**src/rtl/glm_rd_arbiter_if.sv**
```systemverilog
// Requester, c0Tx/c0Rx and drain-control signals of glm_rd_arbiter.
// The master modport is the arbiter side; the slave modport is the surrounding AFU.
interface glm_rd_arbiter_if #(
  parameter int unsigned N_REQ  = 4,
  parameter int unsigned ADDR_W = 42
);
  logic [N_REQ-1:0]        req_valid;
  logic [N_REQ*ADDR_W-1:0] req_addr;
  logic [N_REQ-1:0]        req_ready;
  logic                    c0_almfull;
  logic                    rd_valid;
  logic [ADDR_W-1:0]       rd_addr;
  logic [15:0]             rd_mdata;
  logic                    rsp_valid;
  logic [15:0]             rsp_mdata;
  logic [N_REQ-1:0]        rsp_route;
  logic                    drain_req;
  logic                    drained;
  logic [7:0]              outstanding;
  logic                    err;

  modport master (
    input  req_valid, req_addr, c0_almfull, rsp_valid, rsp_mdata, drain_req,
    output req_ready, rd_valid, rd_addr, rd_mdata, rsp_route, drained, outstanding, err
  );

  modport slave (
    output req_valid, req_addr, c0_almfull, rsp_valid, rsp_mdata, drain_req,
    input  req_ready, rd_valid, rd_addr, rd_mdata, rsp_route, drained, outstanding, err
  );
endinterface

```
**src/rtl/glm_rd_arbiter.sv**
```systemverilog
// Round-robin arbiter sharing the CCI-P c0 read channel among N_REQ requesters, with credit
// throttling, mdata tagging, response steering and a drain handshake.
// Define GLM_RD_ARB_STATS_EN to add per-requester issue counters and an almfull-stall counter.
module glm_rd_arbiter #(
  parameter int unsigned N_REQ           = 4,
  parameter int unsigned ADDR_W          = 42,
  parameter int unsigned MAX_OUTSTANDING = 128,
  parameter int unsigned PER_REQ_MAX     = 64
) (
  input  logic                clk,
  input  logic                reset_n,
  glm_rd_arbiter_if.master    bus
`ifdef GLM_RD_ARB_STATS_EN
  ,
  output logic [N_REQ*32-1:0] stat_issue,
  output logic [31:0]         stat_stall
`endif
);
  localparam int unsigned PtrW = (N_REQ > 1) ? $clog2(N_REQ) : 1;

  typedef enum logic [1:0] {StRun = 2'd0, StDraining = 2'd1, StDrained = 2'd2} state_e;

  state_e            state_q, state_d;
  logic [PtrW-1:0]   ptr_q, ptr_d;
  logic [7:0]        outstanding_q, outstanding_d;
  logic [7:0]        per_cnt_q [N_REQ];
  logic [7:0]        per_cnt_d [N_REQ];
  logic              rd_valid_q;
  logic [ADDR_W-1:0] rd_addr_q, rd_addr_d;
  logic [3:0]        rd_id_q, rd_id_d;
  logic [N_REQ-1:0]  route_q, route_d;
  logic              err_q, err_d;

  logic              grant_en, gnt_any, rsp_ok;
  logic [N_REQ-1:0]  gnt;
  logic [PtrW-1:0]   gnt_idx, rsp_idx;
  logic [3:0]        rsp_id;
  logic              unused_mdata;

  assign rsp_id       = bus.rsp_mdata[3:0];
  assign rsp_idx      = PtrW'(rsp_id);
  assign unused_mdata = ^bus.rsp_mdata[15:4];

  // Responses for unknown IDs or idle requesters are dropped to keep counters from underflowing.
  assign rsp_ok = bus.rsp_valid && (32'(rsp_id) < N_REQ) && (per_cnt_q[rsp_idx] != 8'd0);

  // Reset gates the grant so req_ready drops the moment reset_n falls.
  assign grant_en = reset_n && (state_q == StRun) && !bus.drain_req && !bus.c0_almfull &&
                    (32'(outstanding_q) < MAX_OUTSTANDING);

  always_comb begin
    int unsigned     idx;
    logic [PtrW-1:0] cand;
    gnt     = '0;
    gnt_any = 1'b0;
    gnt_idx = '0;
    idx     = 0;
    cand    = '0;
    for (int unsigned k = 0; k < N_REQ; k++) begin
      idx  = (32'(ptr_q) + k) % N_REQ;
      cand = PtrW'(idx);
      if (grant_en && !gnt_any && bus.req_valid[cand] &&
          (32'(per_cnt_q[cand]) < PER_REQ_MAX)) begin
        gnt[cand] = 1'b1;
        gnt_any   = 1'b1;
        gnt_idx   = cand;
      end
    end
  end

  always_comb begin
    ptr_d     = gnt_any ? PtrW'((32'(gnt_idx) + 1) % N_REQ) : ptr_q;
    rd_addr_d = gnt_any ? bus.req_addr[32'(gnt_idx)*ADDR_W +: ADDR_W] : rd_addr_q;
    rd_id_d   = gnt_any ? 4'(gnt_idx) : rd_id_q;
    route_d   = '0;
    if (rsp_ok) route_d[rsp_idx] = 1'b1;
    err_d = err_q | (bus.rsp_valid && !rsp_ok);

    outstanding_d = outstanding_q;
    if (gnt_any && !rsp_ok)      outstanding_d = outstanding_q + 8'd1;
    else if (!gnt_any && rsp_ok) outstanding_d = outstanding_q - 8'd1;

    for (int i = 0; i < N_REQ; i++) begin
      per_cnt_d[i] = per_cnt_q[i];
      if (gnt[i] && !(rsp_ok && rsp_idx == PtrW'(i)))      per_cnt_d[i] = per_cnt_q[i] + 8'd1;
      else if (!gnt[i] && rsp_ok && rsp_idx == PtrW'(i))   per_cnt_d[i] = per_cnt_q[i] - 8'd1;
    end
  end

  always_comb begin
    state_d = state_q;
    unique case (state_q)
      StRun:      if (bus.drain_req) state_d = StDraining;
      StDraining: if (outstanding_q == 8'd0 && !rd_valid_q) state_d = StDrained;
      StDrained:  if (!bus.drain_req) state_d = StRun;
      default:    state_d = StRun;
    endcase
  end

  always_ff @(posedge clk or negedge reset_n) begin
    if (!reset_n) begin
      state_q       <= StRun;
      ptr_q         <= '0;
      outstanding_q <= '0;
      rd_valid_q    <= 1'b0;
      rd_addr_q     <= '0;
      rd_id_q       <= '0;
      route_q       <= '0;
      err_q         <= 1'b0;
      for (int i = 0; i < N_REQ; i++) per_cnt_q[i] <= '0;
    end else begin
      state_q       <= state_d;
      ptr_q         <= ptr_d;
      outstanding_q <= outstanding_d;
      rd_valid_q    <= gnt_any;
      rd_addr_q     <= rd_addr_d;
      rd_id_q       <= rd_id_d;
      route_q       <= route_d;
      err_q         <= err_d;
      for (int i = 0; i < N_REQ; i++) per_cnt_q[i] <= per_cnt_d[i];
    end
  end

  assign bus.req_ready   = gnt;
  assign bus.rd_valid    = rd_valid_q;
  assign bus.rd_addr     = rd_addr_q;
  assign bus.rd_mdata    = {12'h000, rd_id_q};
  assign bus.rsp_route   = route_q;
  assign bus.drained     = (state_q == StDrained);
  assign bus.outstanding = outstanding_q;
  assign bus.err         = err_q;

`ifdef GLM_RD_ARB_STATS_EN
  logic [31:0] issue_q [N_REQ];
  logic [31:0] stall_q;
  logic        stall;

  assign stall = (|bus.req_valid) && (state_q == StRun) && bus.c0_almfull;

  always_ff @(posedge clk or negedge reset_n) begin
    if (!reset_n) begin
      for (int i = 0; i < N_REQ; i++) issue_q[i] <= '0;
      stall_q <= '0;
    end else begin
      for (int i = 0; i < N_REQ; i++) begin
        if (gnt[i] && issue_q[i] != '1) issue_q[i] <= issue_q[i] + 32'd1;
      end
      if (stall && stall_q != '1) stall_q <= stall_q + 32'd1;
    end
  end

  always_comb begin
    stat_issue = '0;
    for (int i = 0; i < N_REQ; i++) stat_issue[i*32 +: 32] = issue_q[i];
  end
  assign stat_stall = stall_q;
`endif
endmodule
```
**src/flat_wrapper.sv**
```systemverilog
// flat-port wrapper written by rule: the top's interface ports become plain ports
module glm_rd_arbiter_flat 
#(
  parameter int unsigned N_REQ           = 4,
  parameter int unsigned ADDR_W          = 42,
  parameter int unsigned MAX_OUTSTANDING = 128,
  parameter int unsigned PER_REQ_MAX     = 64
)
  (clk, reset_n, bus_req_valid, bus_req_addr, bus_c0_almfull, bus_rsp_valid, bus_rsp_mdata, bus_drain_req, bus_req_ready, bus_rd_valid, bus_rd_addr, bus_rd_mdata, bus_rsp_route, bus_drained, bus_outstanding, bus_err);
  glm_rd_arbiter_if #(.N_REQ(N_REQ), .ADDR_W(ADDR_W)) bus_i ();
  input  logic clk;
  input  logic reset_n;
  input wire logic [$bits(bus_i.req_valid)-1:0] bus_req_valid;
  input wire logic [$bits(bus_i.req_addr)-1:0] bus_req_addr;
  input wire logic [$bits(bus_i.c0_almfull)-1:0] bus_c0_almfull;
  input wire logic [$bits(bus_i.rsp_valid)-1:0] bus_rsp_valid;
  input wire logic [$bits(bus_i.rsp_mdata)-1:0] bus_rsp_mdata;
  input wire logic [$bits(bus_i.drain_req)-1:0] bus_drain_req;
  output wire logic [$bits(bus_i.req_ready)-1:0] bus_req_ready;
  output wire logic [$bits(bus_i.rd_valid)-1:0] bus_rd_valid;
  output wire logic [$bits(bus_i.rd_addr)-1:0] bus_rd_addr;
  output wire logic [$bits(bus_i.rd_mdata)-1:0] bus_rd_mdata;
  output wire logic [$bits(bus_i.rsp_route)-1:0] bus_rsp_route;
  output wire logic [$bits(bus_i.drained)-1:0] bus_drained;
  output wire logic [$bits(bus_i.outstanding)-1:0] bus_outstanding;
  output wire logic [$bits(bus_i.err)-1:0] bus_err;
  assign bus_i.req_valid = bus_req_valid;
  assign bus_i.req_addr = bus_req_addr;
  assign bus_i.c0_almfull = bus_c0_almfull;
  assign bus_i.rsp_valid = bus_rsp_valid;
  assign bus_i.rsp_mdata = bus_rsp_mdata;
  assign bus_i.drain_req = bus_drain_req;
  assign bus_req_ready = bus_i.req_ready;
  assign bus_rd_valid = bus_i.rd_valid;
  assign bus_rd_addr = bus_i.rd_addr;
  assign bus_rd_mdata = bus_i.rd_mdata;
  assign bus_rsp_route = bus_i.rsp_route;
  assign bus_drained = bus_i.drained;
  assign bus_outstanding = bus_i.outstanding;
  assign bus_err = bus_i.err;
  glm_rd_arbiter #(.N_REQ(N_REQ), .ADDR_W(ADDR_W), .MAX_OUTSTANDING(MAX_OUTSTANDING), .PER_REQ_MAX(PER_REQ_MAX)) u_core (.clk(clk), .reset_n(reset_n), .bus(bus_i));
endmodule
```
**config.mk**
```make
export PLATFORM = sky130hd
export DESIGN_NAME = glm_rd_arbiter_flat
export DESIGN_NICKNAME = d
export VERILOG_FILES = /design/src/rtl/glm_rd_arbiter_if.sv /design/src/rtl/glm_rd_arbiter.sv /design/src/flat_wrapper.sv
export SDC_FILE = /design/constraint.sdc
export NUM_CORES = 1
export LEC_CHECK = 0
export CORE_MARGIN = 5
export CORE_UTILIZATION = 45
export DETAILED_ROUTE_END_ITERATION = 6
export PLACE_DENSITY = 0.91
export SYNTH_ARGS = -nofsm -noshare
export SYNTH_HDL_FRONTEND = slang
export SYNTH_SLANG_ARGS = --single-unit
```
**constraint.sdc**
```tcl
create_clock -name clk -period 7.75 [get_ports clk]
set_input_delay 1.1625 -clock clk [delete_from_list [all_inputs] [get_ports clk]]
set_output_delay 1.1625 -clock clk [all_outputs]
set_load 0.005 [all_outputs]
```
==> results.md <==
* Die W at approximately 130 µm
* Critical path type: reg -> reg
* Yosys reg bits at between 90 and 100
* Port Buffers at 243
* Period Utilization, post-route at 0.726
* Vias/cell at 5.71
* Most frequent cells after synthesis: dfrtp_1, mux2i_1, nor2_1
* Crit-path max FO at 16
* Worst-Skew Late Latency at roughly 0.34 ns
* Sequential area share after synthesis at 0.342
* Worst-path clk slew at around 0.07 ns
* Post-route antenna net violation count at 0
* Maximum clock insertion buffer count at 2
* Yosys warns at 0
* VDD IR max at 0.144 mV
* Row cnt at between 40 and 50
* Synth top area cells: dfrtp_1, mux2i_1, ha_1, a221oi_1, nor2_1
* Count of cell types in the netlist at 71
* Final wirelength at between 20000 and 25000 µm
* # resized after CTS at 0
* Slew Limit Headroom at 0.310
* Top-area cell type share of the netlist area at 0.342
* EDFF count, synth at 0
* RSZ-0062 raised after global routing: no
* All-Layer GR Usage at 0.222
* Worst Tran Pin Value at about 1.0 ns
* Seq. cell area at around 2400 µm²
* Worst setup EP type: flop
* Top cell type by total area after synthesis: dfrtp_1
* Final #Nets at ~1100
* Max Cap Viol at 0
* Starting density of the core at 0.456
* CTS tree: yes
* Total Neg Setup Slack at 0 ns
* Mean Syn Cell Area at just over 10 µm²
* Leakage at about 3.8 nW
* I/O Pins at 270
* WHS at 0.459 ns
* Layout cells sized above 1 at 0.0839
* Post-CTS Setup Bufs at 0
* Drt first-iter violations at about 400
* Arrival time at the worst endpoint at roughly 6 ns
* Top-count cell post-synth: dfrtp_1
* Fmax at between 0.15 and 0.2 GHz
* TritonCTS Sinks at 94
* Post-DP HPWL at between 15000 and 20000 µm
* Core box area at 15100 µm²
* Synth Instances at a little under 700
* Crit path launch type: flop
* Ys async rst share at 1.00
* Initial antenna violation count at 1
* Vias in the first global route at 6239
* Area of the die at around 18000 µm²
* Final min period at 5.63 ns
* Hold Fails Final Rpt at 0
* Final slew viol count at 0
* Area grow syn2layout at 40.9%
* Multi-input logic area at between 4000 and 5000 µm²
* GRT Residual Overflow at 0
* CTS Buf Count at 9
* First-pass GRT wire length at roughly 32000 µm
* Via count at 6247
* Pre-CTS WS at roughly 2.1 ns
* Setup violators final at 0
* Power Density at ~300 nW/µm²
* Design Area, Final at 9690 µm²
* Dpl cell area at 9410 µm²
* Status: finished, final reports clean
* DRT Pass-1 Iters at 5
* Worst Hold Class: reg -> reg
* Fillers at 1189
* DRC at 0
* Die Ht at 134 µm
* Final Util at 0.642
* Largest net degree at the start of global routing at 78
* Final GP Congestion at slightly below 0.9
* Worst path required time at between 8 and 9 ns
* Clk root buf: clkbuf_16
* CTS Hold Bufs at 0
* Primary FF master, synth: dfrtp_1
* # H-tree levels at 3
* Worst setup margin at 2.12 ns
* Antenna cell count at 0
* Clk_skew at between 0.008 and 0.009 ns
* Post-Syn Area at about 6900 µm²
* Drt wl/cell at 18.8 µm
[layout make-up]
cell class,count,share of cell area
repair buffers,248,0.255
multi-input cells,528,0.442
inverters,20,0.00775
well taps,188,0.0243
clock inverters,5,0.00362
flip-flops and latches,94,0.243
clock buffers,11,0.0250
[per-layer routing]
metal,vias up,GRT usage,wire length [µm]
met1,3031,0.278,8390
met4,2,0.0703,501
met2,225,0.382,10300
li1,2947,-,-
met5,-,0,13
met3,42,0.0472,1400
[path summary, 6_finish.rpt]
kind | from | to | slack (ns) | depth (start not counted)
worst max register to register | u_core.ptr_q[0] | u_core.per_cnt_q[7] | 2.12 | 16
worst min register to register | u_core.bus.err | u_core.bus.err | 0.46 | 1
min in group asynchronous | reset_n | u_core.bus.rsp_route[2] | 0.68 | 1
max in group asynchronous | reset_n | u_core.bus.rd_addr[8] | 5.76 | 2
worst min-delay path | u_core.bus.err | u_core.bus.err | 0.46 | 1
worst max-delay path | u_core.ptr_q[0] | u_core.per_cnt_q[7] | 2.12 | 16
[report_power, final]
| group | switching [mW] | leakage, nW | internal, mW |
|---|---|---|---|
| Sequential | 0.213 | 1.16 | 0.706 |
| Clock | 0.196 | 0.124 | 0.226 |
| Combinational | 0.712 | 2.53 | 0.883 |
[state kept, by name, indices dropped and copies added, names as in the netlist]
signal and count:
u_core.bus.outstanding 8, u_core.bus.rd_addr 42, u_core.bus.rsp_route 4, u_core.bus.err 1, u_core.per_cnt_q 32, u_core.state_q 2, u_core.bus.rd_valid 1, u_core.rd_id_q 2
u_core.ptr_q 2
[per-stage QoR]
step,cells,power [mW]
after global routing,1094,3.15
final,1094,2.94
after CTS,1094,2.95
after global placement,1078,2.44
after detailed placement,1078,2.51
after floorplan,687,1.90
[cells by family after synthesis]
family,count (synthesis),synth area share
buf+inv,65,0.0469
mux,118,0.185
other cells,1,0.000545
flops,94,0.342
compound gates,153,0.170
fa+ha+maj,42,0.0819
simple gates,168,0.127
xor+xnor,33,0.0459
[cells in the final DEF, fill, tap and decap left out, types with 10 or more instances in the layout]
| cell type | instances |
|---|---|
| mux2_2 | 18 |
| a221oi_1 | 42 |
| clkdlybuf4s50_1 | 242 |
| a21o_1 | 12 |
| nand2_1 | 26 |
| dfrtp_1 | 94 |
| nor2_1 | 73 |
| a21oi_1 | 21 |
| mux2i_1 | 91 |
| conb_1 | 14 |
| ha_1 | 37 |
| o21ai_0 | 16 |
| xnor2_1 | 23 |
| inv_1 | 18 |
| o211ai_1 | 10 |
[worst max-delay path, stage by stage (launching register included)]
cell,delay (ns)
dfrtp_1,0.73
clkinv_1,0.46
ha_1,0.58
or4b_2,0.69
a21oi_2,0.34
o211ai_1,0.15
o311a_1,0.17
a21oi_4,0.32
nand2_1,0.30
ha_1,0.43
and2_1,0.16
a311oi_1,0.33
o21bai_1,0.13
a21oi_1,0.31
nand2_1,0.08
or3_1,0.30
nand4_1,0.09
No activity file was read; power rests on OpenSTA's default activity.
==> RTL edit, RTL diff (config.mk and constraints unchanged) <==
`PER_REQ_MAX` is set to 64 in 2 places; all go to 32.
--- a/src/rtl/glm_rd_arbiter.sv
+++ b/src/rtl/glm_rd_arbiter.sv
@@ -7,3 +7,3 @@
   parameter int unsigned MAX_OUTSTANDING = 128,
-  parameter int unsigned PER_REQ_MAX     = 64
+  parameter int unsigned PER_REQ_MAX     = 32
 ) (
--- a/src/flat_wrapper.sv
+++ b/src/flat_wrapper.sv
@@ -6,3 +6,3 @@
   parameter int unsigned MAX_OUTSTANDING = 128,
-  parameter int unsigned PER_REQ_MAX     = 64
+  parameter int unsigned PER_REQ_MAX     = 32
 )
Function: not settled (the Yosys comparison gave no result); the edit may change what the design does.
==> RTL edit against the original RTL <==
  * Area after synthesis increased by 14%
  * Sequential cell count unchanged
  * Via count increased by 26%
  * Design area increased by 9.5%
  * Wire length increased by 27%
  * Total power increased by 7.1%
  * Clock skew about the same
  * Worst setup slack got worse by 0.036 ns
  * Global-route usage increased by 2.9 points
==> RTL edit: results (changes against the original RTL) <==
[clock_tree]
htreeDepth=3  ; unchanged
cts_resized=0  ; unchanged

[critical_path]
critical_path_class=input pin to register
crit_family=simple AND/OR/NAND/NOR gates
slowest_stage=nand3_2
crit_end=u_core.bus.rd_addr[12]
rrSetupSlack_ns=2.90  ; +0.78 ns
r2r-start=u_core.ptr_q[1]
startpoint=bus_req_valid[1]
cp_max_fo=40  ; +24
r2r-end=u_core.per_cnt_q[15]
crit_path_max_incr_delay_ns=0.97  ; +0.24 ns

[place]
place.gp.congestion=0.8672  ; -0.31%
dpl_cell_area_mm2=0.01032  ; +9.6%
post-dp-hpwl_um=18660  ; +18%

[final_layout]
n_fill_cell=1438  ; +21%
nonClkBufAreaFrac_pct=23.61  ; -1.9 points
clock_buffers=12  ; +1
diodes=1  ; +1
multi_input_area_share_pct=48.30  ; +4.1 points
num-multi-input-gates=677  ; +28%
nNonClkInverters=14  ; -30%
buffers=253  ; +2.0%
clock_cell_area_share_pct=2.736  ; -0.13 points
drive_gt1_share_pct=7.692  ; -0.70 points
seq_area_share_pct=22.18  ; -2.1 points
fin_nets=1284  ; +13%

[pwr]
comb_power_share_pct=56.6  ; +2.3 points
switching_share_pct=39.40  ; +1.2 points
power_density_mw_per_mm2=296.3  ; -2.2%
cellLeakagePower_nw=4.603  ; +21%

[global_routing]
met1_usage_pct=29.06  ; +1.2 points
grt_pass1_vias=8078  ; +29%
use_met2_pct=46.75  ; +8.5 points
grt_max_degree=57  ; -27%
grt_pass1_wl_um=41070  ; +27%

[sta]
hold_ws_ns=0.4557  ; -0.002907 ns
timing.slew.headroom_pct=25.36  ; -5.6 points

[route]
drt-total-wl_um=26290  ; +27%
vias_per_cell=6.144  ; +7.6%
drtIter0Drc=643  ; +65%
wl_met3_um=2060  ; +48%
met1_length_um=9836  ; +17%
dr.max_layer_used=met4
wl_met2_um=13620  ; +32%

[yosys]
synth_area_mm2=0.007830  ; +14%
synth_area_leaders=dfrtp_1 30%, mux2i_1 6.5%, ha_1 5.9%, nor2_1 4.9%, a211o_1 4.3%
netlist_top_cells_count=102 x nor2_1, 94 x dfrtp_1, 51 x mux2i_1
yosysSeqAreaShare_pct=30.04  ; -4.2 points
synth_cell_types=72  ; +1.4%

[worst_hold_path]
min_to=u_core.bus.err

[status]
outcome=finished, final reports clean

## RTL edit: cell types whose count changed after synthesis, moves of 14 or more
cell	delta
clkbuf_1	+14
a211o_1	+37
nand3_1	+36
a221oi_2	+22
o22ai_1	+36
and3_1	+38
mux2i_1	-40
a221oi_1	-20
o21ai_1	+30
nor2_1	+28
## RTL edit: metrics by stage
step                std cells  setup slack [ns]  total power, mW
global route             1279             1.865            3.372
detailed placement       1263             1.786            2.684
global placement         1263             1.982            2.597
finish                   1279             2.086            3.144
CTS                      1278             2.163            3.153
floorplan                 852             3.100            2.026
## RTL edit: cell families (layout without fill, tap and decap cells)
group / after synthesis / in the layout / synth area share (%)
AND/OR/NAND/NOR: 267 / 267 / 17.56
AO/OA/AOI/OAI: 239 / 239 / 24.30
flip-flops: 94 / 94 / 30.04
buffers and inverters: 81 / 282 / 5.545
multiplexers: 72 / 72 / 9.827
XOR/XNOR: 43 / 43 / 5.481
adder cells (fa/ha/maj): 42 / 42 / 7.191
other: 1 / 15 / 0.04789
